==> src/rtl/mesi_coherence_ctrl.sv <==
// MESI coherence controller for one private cache: tracks per-line state,
// serves CPU requests, issues bus transactions and applies snooped traffic.
module mesi_coherence_ctrl #(
  parameter int NUM_LINES    = 16,
  parameter int IDX_W        = 4,
  parameter int RESP_TIMEOUT = 255
) (
  input  logic                   clk,
  input  logic                   rst,
  input  logic                   cpu_req_valid,
  input  logic                   cpu_req_write,
  input  logic [IDX_W-1:0]       cpu_req_idx,
  output logic                   cpu_req_ready,
  output logic                   cpu_done,
  output logic                   cpu_hit,
  output logic                   cpu_err,
  output logic                   bus_req_valid,
  output logic [1:0]             bus_req_type,
  output logic [IDX_W-1:0]       bus_req_idx,
  input  logic                   bus_req_ready,
  input  logic                   bus_resp_valid,
  input  logic                   bus_resp_shared,
  input  logic                   snoop_valid,
  input  logic [1:0]             snoop_type,
  input  logic [IDX_W-1:0]       snoop_idx,
  output logic                   snoop_flush,
  output logic [2*NUM_LINES-1:0] line_state
);

  typedef enum logic [1:0] {IDLE, BUS_REQ, WAIT_RESP} state_t;

  localparam logic [1:0] ST_I   = 2'b00;
  localparam logic [1:0] ST_M   = 2'b01;
  localparam logic [1:0] ST_S   = 2'b10;
  localparam logic [1:0] ST_E   = 2'b11;
  localparam logic [1:0] BT_INV = 2'b00;
  localparam logic [1:0] BT_WM  = 2'b01;
  localparam logic [1:0] BT_RM  = 2'b10;
  localparam logic [7:0] TO_LAST = 8'(RESP_TIMEOUT - 1);

  state_t                      r_state, w_nextState;
  logic [NUM_LINES-1:0][1:0]   r_lines, w_snoopLines, w_nextLines;
  logic [1:0]                  r_type, w_nextType;
  logic [IDX_W-1:0]            r_idx, w_nextIdx;
  logic [7:0]                  r_cnt, w_nextCnt;
  logic                        r_done, r_hit, r_err, r_flush;
  logic                        w_done, w_hit, w_err, w_flush;
  logic [1:0]                  w_cur;

  // Remote traffic is applied first; the CPU path sees the post-snoop array.
  always_comb begin
    w_snoopLines = r_lines;
    w_flush      = 1'b0;
    if (snoop_valid) begin
      case (snoop_type)
        BT_RM: begin
          if (r_lines[snoop_idx] == ST_M) begin
            w_snoopLines[snoop_idx] = ST_S;
            w_flush                 = 1'b1;
          end else if (r_lines[snoop_idx] == ST_E) begin
            w_snoopLines[snoop_idx] = ST_S;
          end
        end
        BT_WM: begin
          w_flush                 = (r_lines[snoop_idx] == ST_M);
          w_snoopLines[snoop_idx] = ST_I;
        end
        BT_INV:  w_snoopLines[snoop_idx] = ST_I;
        default: ;
      endcase
    end
  end

  always_comb begin
    w_nextState = r_state;
    w_nextLines = w_snoopLines;
    w_nextType  = r_type;
    w_nextIdx   = r_idx;
    w_nextCnt   = r_cnt;
    w_done      = 1'b0;
    w_hit       = 1'b0;
    w_err       = 1'b0;
    w_cur       = w_snoopLines[cpu_req_idx];
    case (r_state)
      IDLE: begin
        if (cpu_req_valid) begin
          w_nextIdx = cpu_req_idx;
          if (!cpu_req_write) begin
            if (w_cur != ST_I) begin
              w_done = 1'b1;
              w_hit  = 1'b1;
            end else begin
              w_nextType  = BT_RM;
              w_nextState = BUS_REQ;
            end
          end else begin
            case (w_cur)
              ST_M: begin
                w_done = 1'b1;
                w_hit  = 1'b1;
              end
              ST_E: begin
                w_nextLines[cpu_req_idx] = ST_M;
                w_done = 1'b1;
                w_hit  = 1'b1;
              end
              ST_S: begin
                w_nextType  = BT_INV;
                w_nextState = BUS_REQ;
              end
              default: begin
                w_nextType  = BT_WM;
                w_nextState = BUS_REQ;
              end
            endcase
          end
        end
      end
      BUS_REQ: begin
        if (bus_req_ready) begin
          w_nextState = WAIT_RESP;
          w_nextCnt   = '0;
        end
      end
      WAIT_RESP: begin
        if (bus_resp_valid) begin
          w_nextState = IDLE;
          w_done      = 1'b1;
          w_nextLines[r_idx] = (r_type == BT_RM) ?
                               (bus_resp_shared ? ST_S : ST_E) : ST_M;
        end else if (r_cnt == TO_LAST) begin
          w_nextState = IDLE;
          w_done      = 1'b1;
          w_err       = 1'b1;
        end else begin
          w_nextCnt = r_cnt + 8'd1;
        end
      end
      default: w_nextState = IDLE;
    endcase
    // A pending upgrade whose S copy was snooped away now needs the full line.
    if ((r_state != IDLE) && (r_type == BT_INV) && (w_snoopLines[r_idx] == ST_I))
      w_nextType = BT_WM;
  end

  always_ff @(posedge clk) begin
    if (rst) begin
      r_state <= IDLE;
      r_lines <= '0;
      r_type  <= BT_INV;
      r_idx   <= '0;
      r_cnt   <= '0;
      r_done  <= 1'b0;
      r_hit   <= 1'b0;
      r_err   <= 1'b0;
      r_flush <= 1'b0;
    end else begin
      r_state <= w_nextState;
      r_lines <= w_nextLines;
      r_type  <= w_nextType;
      r_idx   <= w_nextIdx;
      r_cnt   <= w_nextCnt;
      r_done  <= w_done;
      r_hit   <= w_hit;
      r_err   <= w_err;
      r_flush <= w_flush;
    end
  end

  assign cpu_req_ready = (r_state == IDLE);
  assign bus_req_valid = (r_state == BUS_REQ);
  assign bus_req_type  = bus_req_valid ? r_type : BT_INV;
  assign bus_req_idx   = bus_req_valid ? r_idx : '0;
  assign cpu_done      = r_done;
  assign cpu_hit       = r_hit;
  assign cpu_err       = r_err;
  assign snoop_flush   = r_flush;
  assign line_state    = r_lines;

endmodule
==> config.mk <==
export PLATFORM = sky130hd
export DESIGN_NAME = mesi_coherence_ctrl
export DESIGN_NICKNAME = d
export VERILOG_FILES = /design/src/rtl/mesi_coherence_ctrl.sv
export SDC_FILE = /design/constraint.sdc
export NUM_CORES = 1
export LEC_CHECK = 0
export ABC_CLOCK_PERIOD_IN_PS = 7400
export CELL_PAD_IN_SITES_DETAIL_PLACEMENT = 0
export CELL_PAD_IN_SITES_GLOBAL_PLACEMENT = 1
export CORE_MARGIN = 5
export CORE_UTILIZATION = 44
export CTS_CLUSTER_SIZE = 14
export DETAILED_ROUTE_END_ITERATION = 10
export PLACE_DENSITY = 0.85
export SLEW_MARGIN = 20
export SYNTH_ARGS = -nofsm -noshare
export SYNTH_HDL_FRONTEND = slang
export SYNTH_SLANG_ARGS = --single-unit
==> constraint.sdc <==
create_clock -name clk -period 7.4 [get_ports clk]
set_clock_uncertainty 0.15 [all_clocks]
set_input_delay 1.11 -clock clk [delete_from_list [all_inputs] [get_ports clk]]
set_output_delay 1.11 -clock clk [all_outputs]
set_load 0.03 [all_outputs]
==> summary.txt, run 1 <==
Outcome
  • Result of the run: completed

Critical path
  • CP cell instances: clkdlybuf4s50_1 > or4b_1 > a21oi_1 > a21oi_1 > a2bb2oi_1 > a311o_1 > or3_1 > a31oi_1
  • Worst EP required: 7.51 ns
  • Worst path top cell family by delay: compound AO/OA/AOI/OAI gates
  • CP Launch Type: input pin
  • CP max FO: 29
  • CP Depth: 8
  • Reg-to-Reg Start: line_state[6]
  • Reg2Reg Depth: 8
  • Critical-path top delay cell: clkdlybuf4s50_1
  • Worst path most repeated cell: a21oi_1
  • Critical Path End Type: register
  • Buffers & Inverters on Critical Path: 1
  • CP startpoint: snoop_idx[3]
  • CP endpoint: r_type[0]
  • Reg2reg end: r_type[0]
  • Setup CP Type: in2reg
  • Worst EP arrival: 4.93 ns
  • R2r setup slk: 4.36 ns
  • CP max stage delay: 0.97 ns

Power
  • Max IR drop VDD: 0.0911 mV
  • Final Power: 0.624 mW
  • P_leak: 1.68 nW
  • Power per cell area: 122 nW/um^2

Floorplan
  • Die W: 110 microns
  • I/O pin total: 62
  • Die height: 110 microns
  • Initial Util: 44.9%
  • Core ar.: 9770 sq um
  • Area of the die: 12100 sq um
  • Rows: 36

Run
  • Maxcap violations: 0

Drt
  • Residual DRC: 0
  • DRT iter0 DRCs: 547
  • Pre-Repair DR Iteration Count: 6
  • Routed WL per cell: 23.5 microns
  • Drt total wl: 17400 microns
  • Via count: 5040
  • DRT antenna net count: 0
  • Vias/cell: 6.79

Clocking
  • Latest clock arrival within the worst-skew pair: 0.33 ns
  • Clock sinks: 52
  • TritonCTS buffer count: 5
  • Root Driver: clkbuf_8
  • Hold_buf cts: 0
  • Postcts setup bufs: 0
  • H-tree depth: 2
  • TritonCTS clock tree: yes
  • CTS clk-pin slew, worst paths: 0.11 ns
  • Post_cts resized: 0
  • Max clock buf depth: 2

Timing
  • Worst slew pin tran: 1.07 ns
  • Max_slew headroom: 28.2%
  • Unrepaired setup endpoints after global routing: false
  • Post-Route Setup TNS: 0 ns
  • Final number of max-transition violations: 0
  • Final setup viols: 0
  • Hold Fails Final Rpt: 0
  • Fin crit share: 65.1%
  • FMAX: 207 MHz
  • Hold Worst Slack: 0.366 ns
  • Final min period: 4.82 ns

Yosys
  • Yosys cell types: 82
  • Top FF cell, synth: dfxtp_1
  • Synth warnings: 0
  • Sequential area share after synthesis: 23.7%
  • Yosys reg bits: 52
  • Syn Nets: 602
  • Async SR Flop Fraction: 0%
  • Syn Inst Count: 578
  • Synthesized cell area: 4390 sq um
  • Number of synthesized flops with an enable pin: 0
  • Syn avg cell area: 7.60 sq um

Final layout
  • Fin nets: 632
  • Diode count: 0
  • Area grow syn2layout: 16.3%
  • Final Cell Area: 5110 sq um
  • Final core occ: 52.3%
  • Share of layout cells above drive strength 1: 6.40%

GRT
  • Number of antenna violations at the first check in global routing: 0
  • Pin count of the biggest net entering global routing: 44
  • GRT Total Usage: 29.0%
  • Vias in the first global route: 4738
  • Global-route wire length before repair: 26700 microns
  • GR Overflow Total: 0

Place
  • Hpwl dp: 12900 microns
  • Area post-placement: 5020 sq um
  • Count of input and output buffers: 61
  • Final GP Congestion: 0.927

Worst hold path
  • Hold crit path type: reg2reg
==> final cells by class <==
cell class                      instances  area (sq um)
Fill cell                             972          4670
Clock buffer                            5          68.8
Clock inverter                          3          21.3
Tap cell                              133           166
Timing Repair Buffer                   67           651
Inverter                               10          37.5
Sequential cell                        52          1040
Multi-Input combinational cell        472          3120
==> kinds of logic after synthesis <==
family                     count (synthesis)  share of synthesized area, %
buffers and inverters                     54                          5.33
and+or+nand+nor                          282                          36.5
muxes                                     13                          4.10
AOI/OAI and AO/OA                        167                          27.8
adders and majority gates                  6                          1.71
DFF                                       52                          23.7
xor gates and xnor gates                   4                         0.798
==> worst register-to-register path: stages (launching register included) <==
cell	delay, ns
dfxtp_1	0.34
mux2i_1	0.26
a21oi_1	0.22
a221o_1	0.40
a311o_1	0.31
nor4_4	0.39
nand4_4	0.31
or3_1	0.44
a31oi_1	0.17
==> metal layers <==
layer / share of wire [%] / GRT usage [%]
met5: 0 / 0
met1: 41 / 39.6
met2: 43 / 43.2
met3: 12 / 7.28
met4: 4.0 / 12.3
==> sequential cells by signal, summed over array words and instances, names as in the netlist <==
register     count
cpu_done         1
r_idx            4
r_state          2
cpu_hit          1
line_state      32
snoop_flush      1
r_cnt            8
cpu_err          1
r_type           2
==> synthesized netlist by cell type, drive strengths merged (6+ instances only) <==
cell	instances	area [sq um]
a211oi	7	52.6
a21oi	32	164
a22o	15	131
a22oi	20	150
a32o	6	60.1
and2	14	87.6
and3	8	50.1
buf	17	95.1
clkbuf	27	101
dfxtp	52	1040
ha	6	75.1
inv	10	37.5
mux2i	9	90.1
nand2	48	180
nand2b	11	68.8
nand3	17	85.1
nand4	23	159
nor2	64	240
nor2b	11	68.8
nor3	25	130
nor3b	7	63.8
nor4	7	58.8
o21a	9	67.6
o21ai	22	110
or3	12	75.1
==> where the power goes <==
part	switching, mW	leakage, nW	internal [mW]	total (mW)
logic	0.0997	1.21	0.0485	0.148
clock network	0.112	0.0445	0.0676	0.180
registers	0.0116	0.420	0.285	0.296
total	0.224	1.68	0.401	0.624
==> worst min path at each step <==
stage | end | cells after the start | startpoint
floorplan | cpu_err | 2 | r_cnt[7]
global placement | r_cnt[7] | 2 | r_cnt[7]
detailed placement | cpu_err | 2 | r_cnt[7]
CTS | cpu_err | 2 | r_cnt[7]
global route | cpu_err | 2 | r_cnt[7]
finish | cpu_err | 2 | r_cnt[7]
==> per-stage QoR <==
stage,std cells,setup WS [ns]
finish,742,2.58
global route,742,2.39
CTS,742,2.59
detailed placement,734,2.25
global placement,734,2.34
floorplan,578,3.65
==> placed cells by master (no fill, tap or decap), types with 5 or more instances in the layout <==
cell / synthesis / layout
buf_4: 2 / 6
o21a_1: 9 / 9
nor4_1: 6 / 6
inv_1: 10 / 10
and2_1: 14 / 14
clkdlybuf4s50_1: 0 / 60
nand4b_1: 5 / 5
or3_1: 12 / 12
nor3_1: 24 / 24
a22oi_1: 20 / 20
nor3b_1: 6 / 6
nor2b_1: 11 / 11
clkbuf_8: 0 / 5
a21oi_1: 31 / 31
nand4_1: 22 / 22
nand2_1: 48 / 48
ha_1: 6 / 6
dfxtp_1: 52 / 52
a22o_1: 15 / 15
a211oi_1: 7 / 7
nand2b_1: 11 / 11
mux2i_1: 9 / 9
o21ai_0: 20 / 20
and3_1: 8 / 8
a32o_1: 6 / 6
nor2_1: 64 / 64
nand3_1: 17 / 17
Note: power is estimated with default switching activity, not from simulation.
==> run 2, diff against run 1 <==
Settings changed: ABC_CLOCK_PERIOD_IN_PS 7400 to 4200, CORE_UTILIZATION 44 to 37, PLACE_DENSITY 0.85 to 0.76.
Clock period 7.4 ns to 4.2 ns, I/O delays scaled along.
==> run 2 against run 1 <==
Compared with the run above: count of clock-buffer cells in the layout increased by 1; non-clock buffer count increased by 31; final cell count increased by 5.5%; die area increased by 17%; register-to-register slack got worse by 3.1 ns; cell area increased by 6.9%; largest power group unchanged; critical path type unchanged.
==> summary.txt, run 2 (synthesis results as in run 1) <==
Outcome
  • Result of the run: completed (unchanged)

Final layout
  • Share of layout cells above drive strength 1: 10.8% (was 6.40%)
  • Number of fill cells: 1173 (was 972)
  • Max reg flops: 32 (unchanged)
  • Most common cell after layout, fill and taps aside: nor2_1 (unchanged)
  • Commonest non-fill, non-tap cells in the layout: nor2_1 (64), clkdlybuf4s50_1 (61), dfxtp_1 (52) (was nor2_1 (64), clkdlybuf4s50_1 (60), dfxtp_1 (52))
  • Final Cell Area: 5460 sq um (was 5110 sq um)
  • Fin nets: 663 (was 632)
  • Area grow syn2layout: 24.3% (was 16.3%)
  • Register Area: 1040 sq um (unchanged)
  • Fin cells: 783 (was 742)
  • Diode count: 0 (unchanged)
  • Multi-input gate area: 3120 sq um (unchanged)

Drt
  • Vias/cell: 6.56 (was 6.79)
  • Residual DRC: 0 (unchanged)
  • Drt total wl: 18200 microns (was 17400 microns)
  • Routed WL per cell: 23.2 microns (was 23.5 microns)
  • DRT antenna net count: 0 (unchanged)
  • DRT iter0 DRCs: 605 (was 547)
  • Via count: 5140 (was 5040)
  • Pre-Repair DR Iteration Count: 5 (was 6)

Floorplan
  • Die W: 119 microns (was 110 microns)
  • Rows: 39 (was 36)
  • Die height: 119 microns (was 110 microns)
  • I/O pin total: 62 (unchanged)
  • Core ar.: 11500 sq um (was 9770 sq um)
  • Area of the die: 14100 sq um (was 12100 sq um)
  • Initial Util: 38.1% (was 44.9%)

Critical path
  • CP max stage delay: 0.56 ns (was 0.97 ns)
  • Worst EP required: 4.23 ns (was 7.51 ns)
  • Worst EP arrival: 3.82 ns (was 4.93 ns)
  • CP cell instances: clkdlybuf4s50_1 > inv_1 > ha_1 > or3b_1 > a21oi_2 > nor4_1 > a311o_1 > nor4_4 > a41oi_1 > o31ai_1 > a31oi_1 (was clkdlybuf4s50_1 > or4b_1 > a21oi_1 > a21oi_1 > a2bb2oi_1 > a311o_1 > or3_1 > a31oi_1)
  • Buffers & Inverters on Critical Path: 2 (was 1)
  • Setup CP Type: in2reg (unchanged)
  • CP Launch Type: input pin (unchanged)
  • CP max FO: 8 (was 29)
  • Critical-path top delay cell: or3b_1 (was clkdlybuf4s50_1)
  • Critical Path End Type: register (unchanged)
  • Worst path top cell family by delay: compound AO/OA/AOI/OAI gates (unchanged)

Timing
  • FMAX: 264 MHz
  • Worst slew pin tran: 0.999 ns (was 1.07 ns)
  • Final min period: 3.79 ns
  • Final setup viols: 0 (unchanged)
  • Max_slew headroom: 33.2% (was 28.2%)
  • Final number of max-transition violations: 0 (unchanged)
  • Hold Fails Final Rpt: 0 (unchanged)
  • Unrepaired setup endpoints after global routing: false (unchanged)
  • Fin crit share: 90.3%
  • Post-Route Setup TNS: 0 ns (unchanged)

Clocking
  • TritonCTS clock tree: yes (unchanged)
  • TritonCTS buffer count: 5 (unchanged)
  • Clock sinks: 52 (unchanged)
  • CTS clk-pin slew, worst paths: 0.07 ns (was 0.11 ns)
  • Latest clock arrival within the worst-skew pair: 0.31 ns (was 0.33 ns)
  • Hold_buf cts: 0 (unchanged)
  • Postcts setup bufs: 0 (unchanged)
  • Max clock buf depth: 2 (unchanged)
  • Root Driver: clkbuf_16 (was clkbuf_8)
  • H-tree depth: 2 (unchanged)
  • Post_cts resized: 0 (unchanged)

Power
  • P_leak: 1.87 nW (was 1.68 nW)
  • Sw frac: 31.3% (was 35.8%)
  • Clock share of power: 38.6% (was 28.8%)
  • Reg power frac: 39.5% (was 47.4%)
  • Pint: 0.907 mW (was 0.401 mW)
  • Switching power of the nets: 0.412 mW (was 0.224 mW)
  • Max IR drop VDD: 0.189 mV (was 0.0911 mV)
  • Power per cell area: 242 nW/um^2 (was 122 nW/um^2)
  • Logic pwr share: 21.9% (was 23.7%)

Worst hold path
  • Hold crit path type: reg2reg (unchanged)

GRT
  • GR Overflow Total: 0 (unchanged)
  • Number of antenna violations at the first check in global routing: 0 (unchanged)
  • Vias in the first global route: 4879 (was 4738)
  • Pin count of the biggest net entering global routing: 37 (was 44)
  • GRT Total Usage: 25.0% (was 29.0%)
  • Global-route wire length before repair: 28000 microns (was 26700 microns)

Place
  • Placed Instances: 775 (was 734)
  • Count of input and output buffers: 61 (unchanged)
  • Hpwl dp: 14000 microns (was 12900 microns)
  • Area post-placement: 5280 sq um (was 5020 sq um)
  • Final GP Congestion: 0.969 (was 0.927)

Run
  • Maxcap violations: 0 (unchanged)
==> run 2: changes by cell type in the layout (fill, tap and decap cells not counted), sizes merged <==
cell | before | now
clkdlybuf4s50 | 60 | 61
inv | 11 | 10
bufinv | 0 | 1
buf | 7 | 37
clkinvlp | 1 | 0
clkbuf | 5 | 6
==> run 2: final timing paths <==
check                                    start              to  slack, ns  depth (start not counted)
worst max-delay path             snoop_type[0]       r_type[0]       0.41                         11
worst min-delay path                  r_cnt[7]        r_cnt[7]       0.36                          2
worst max register to register  line_state[24]  line_state[27]       1.30                          9
worst min register to register        r_cnt[7]        r_cnt[7]       0.36                          2
==> run 2: per-layer routing <==
metal  track usage, %  vias up  share of wire (%)
met3             5.36       53                9.2
met1             34.0     2408                 43
li1                 -     2337                  -
met4             11.4        0                4.1
met2             38.0      342                 43
met5                0        -                  0
==> run 2: worst reg2reg max path: stages (launching register included) <==
cell and delay (ns):
dfxtp_1 0.42, mux2i_1 0.18, a222oi_1 0.63, nand3_1 0.27, nor2_1 0.24, o31ai_2 0.13, nand4_4 0.12, buf_4 0.22
nand4_1 0.14, a32o_1 0.30
==> run 2: stage by stage <==
step | total power, mW | hold WS, ns | worst slack (ns) | utilization (%)
4_1_cts | 1.32 | 0.368 | 0.474 | 47.4
6_report | 1.32 | 0.363 | 0.406 | 47.4
2_1_floorplan | 0.699 | 0.314 | 0.932 | -
5_1_grt | 1.36 | 0.389 | 0.247 | 47.4
3_5_place_dp | 0.810 | 0.354 | 0.179 | 45.8
3_3_place_gp | 0.814 | 0.341 | 0.174 | 45.8
==> run 2: layout make-up <==
type | count | share of cell area [%]
repair buffers | 98 | 16.5
clock buffers | 6 | 2.54
inverters | 10 | 0.688
clock inverters | 2 | 0.711
flip-flops and latches | 52 | 19.1
well taps | 143 | 3.28
multi-input cells | 472 | 57.2
==> run 2: power groups by stage <==
stage / Clock, mW / Sequential, mW / Combinational, mW
final: 0.509 / 0.522 / 0.289
after global routing: 0.535 / 0.523 / 0.306
after CTS: 0.518 / 0.521 / 0.280
after detailed placement: 0 / 0.532 / 0.278
after global placement: 0 / 0.533 / 0.281
after floorplan: 0 / 0.521 / 0.178
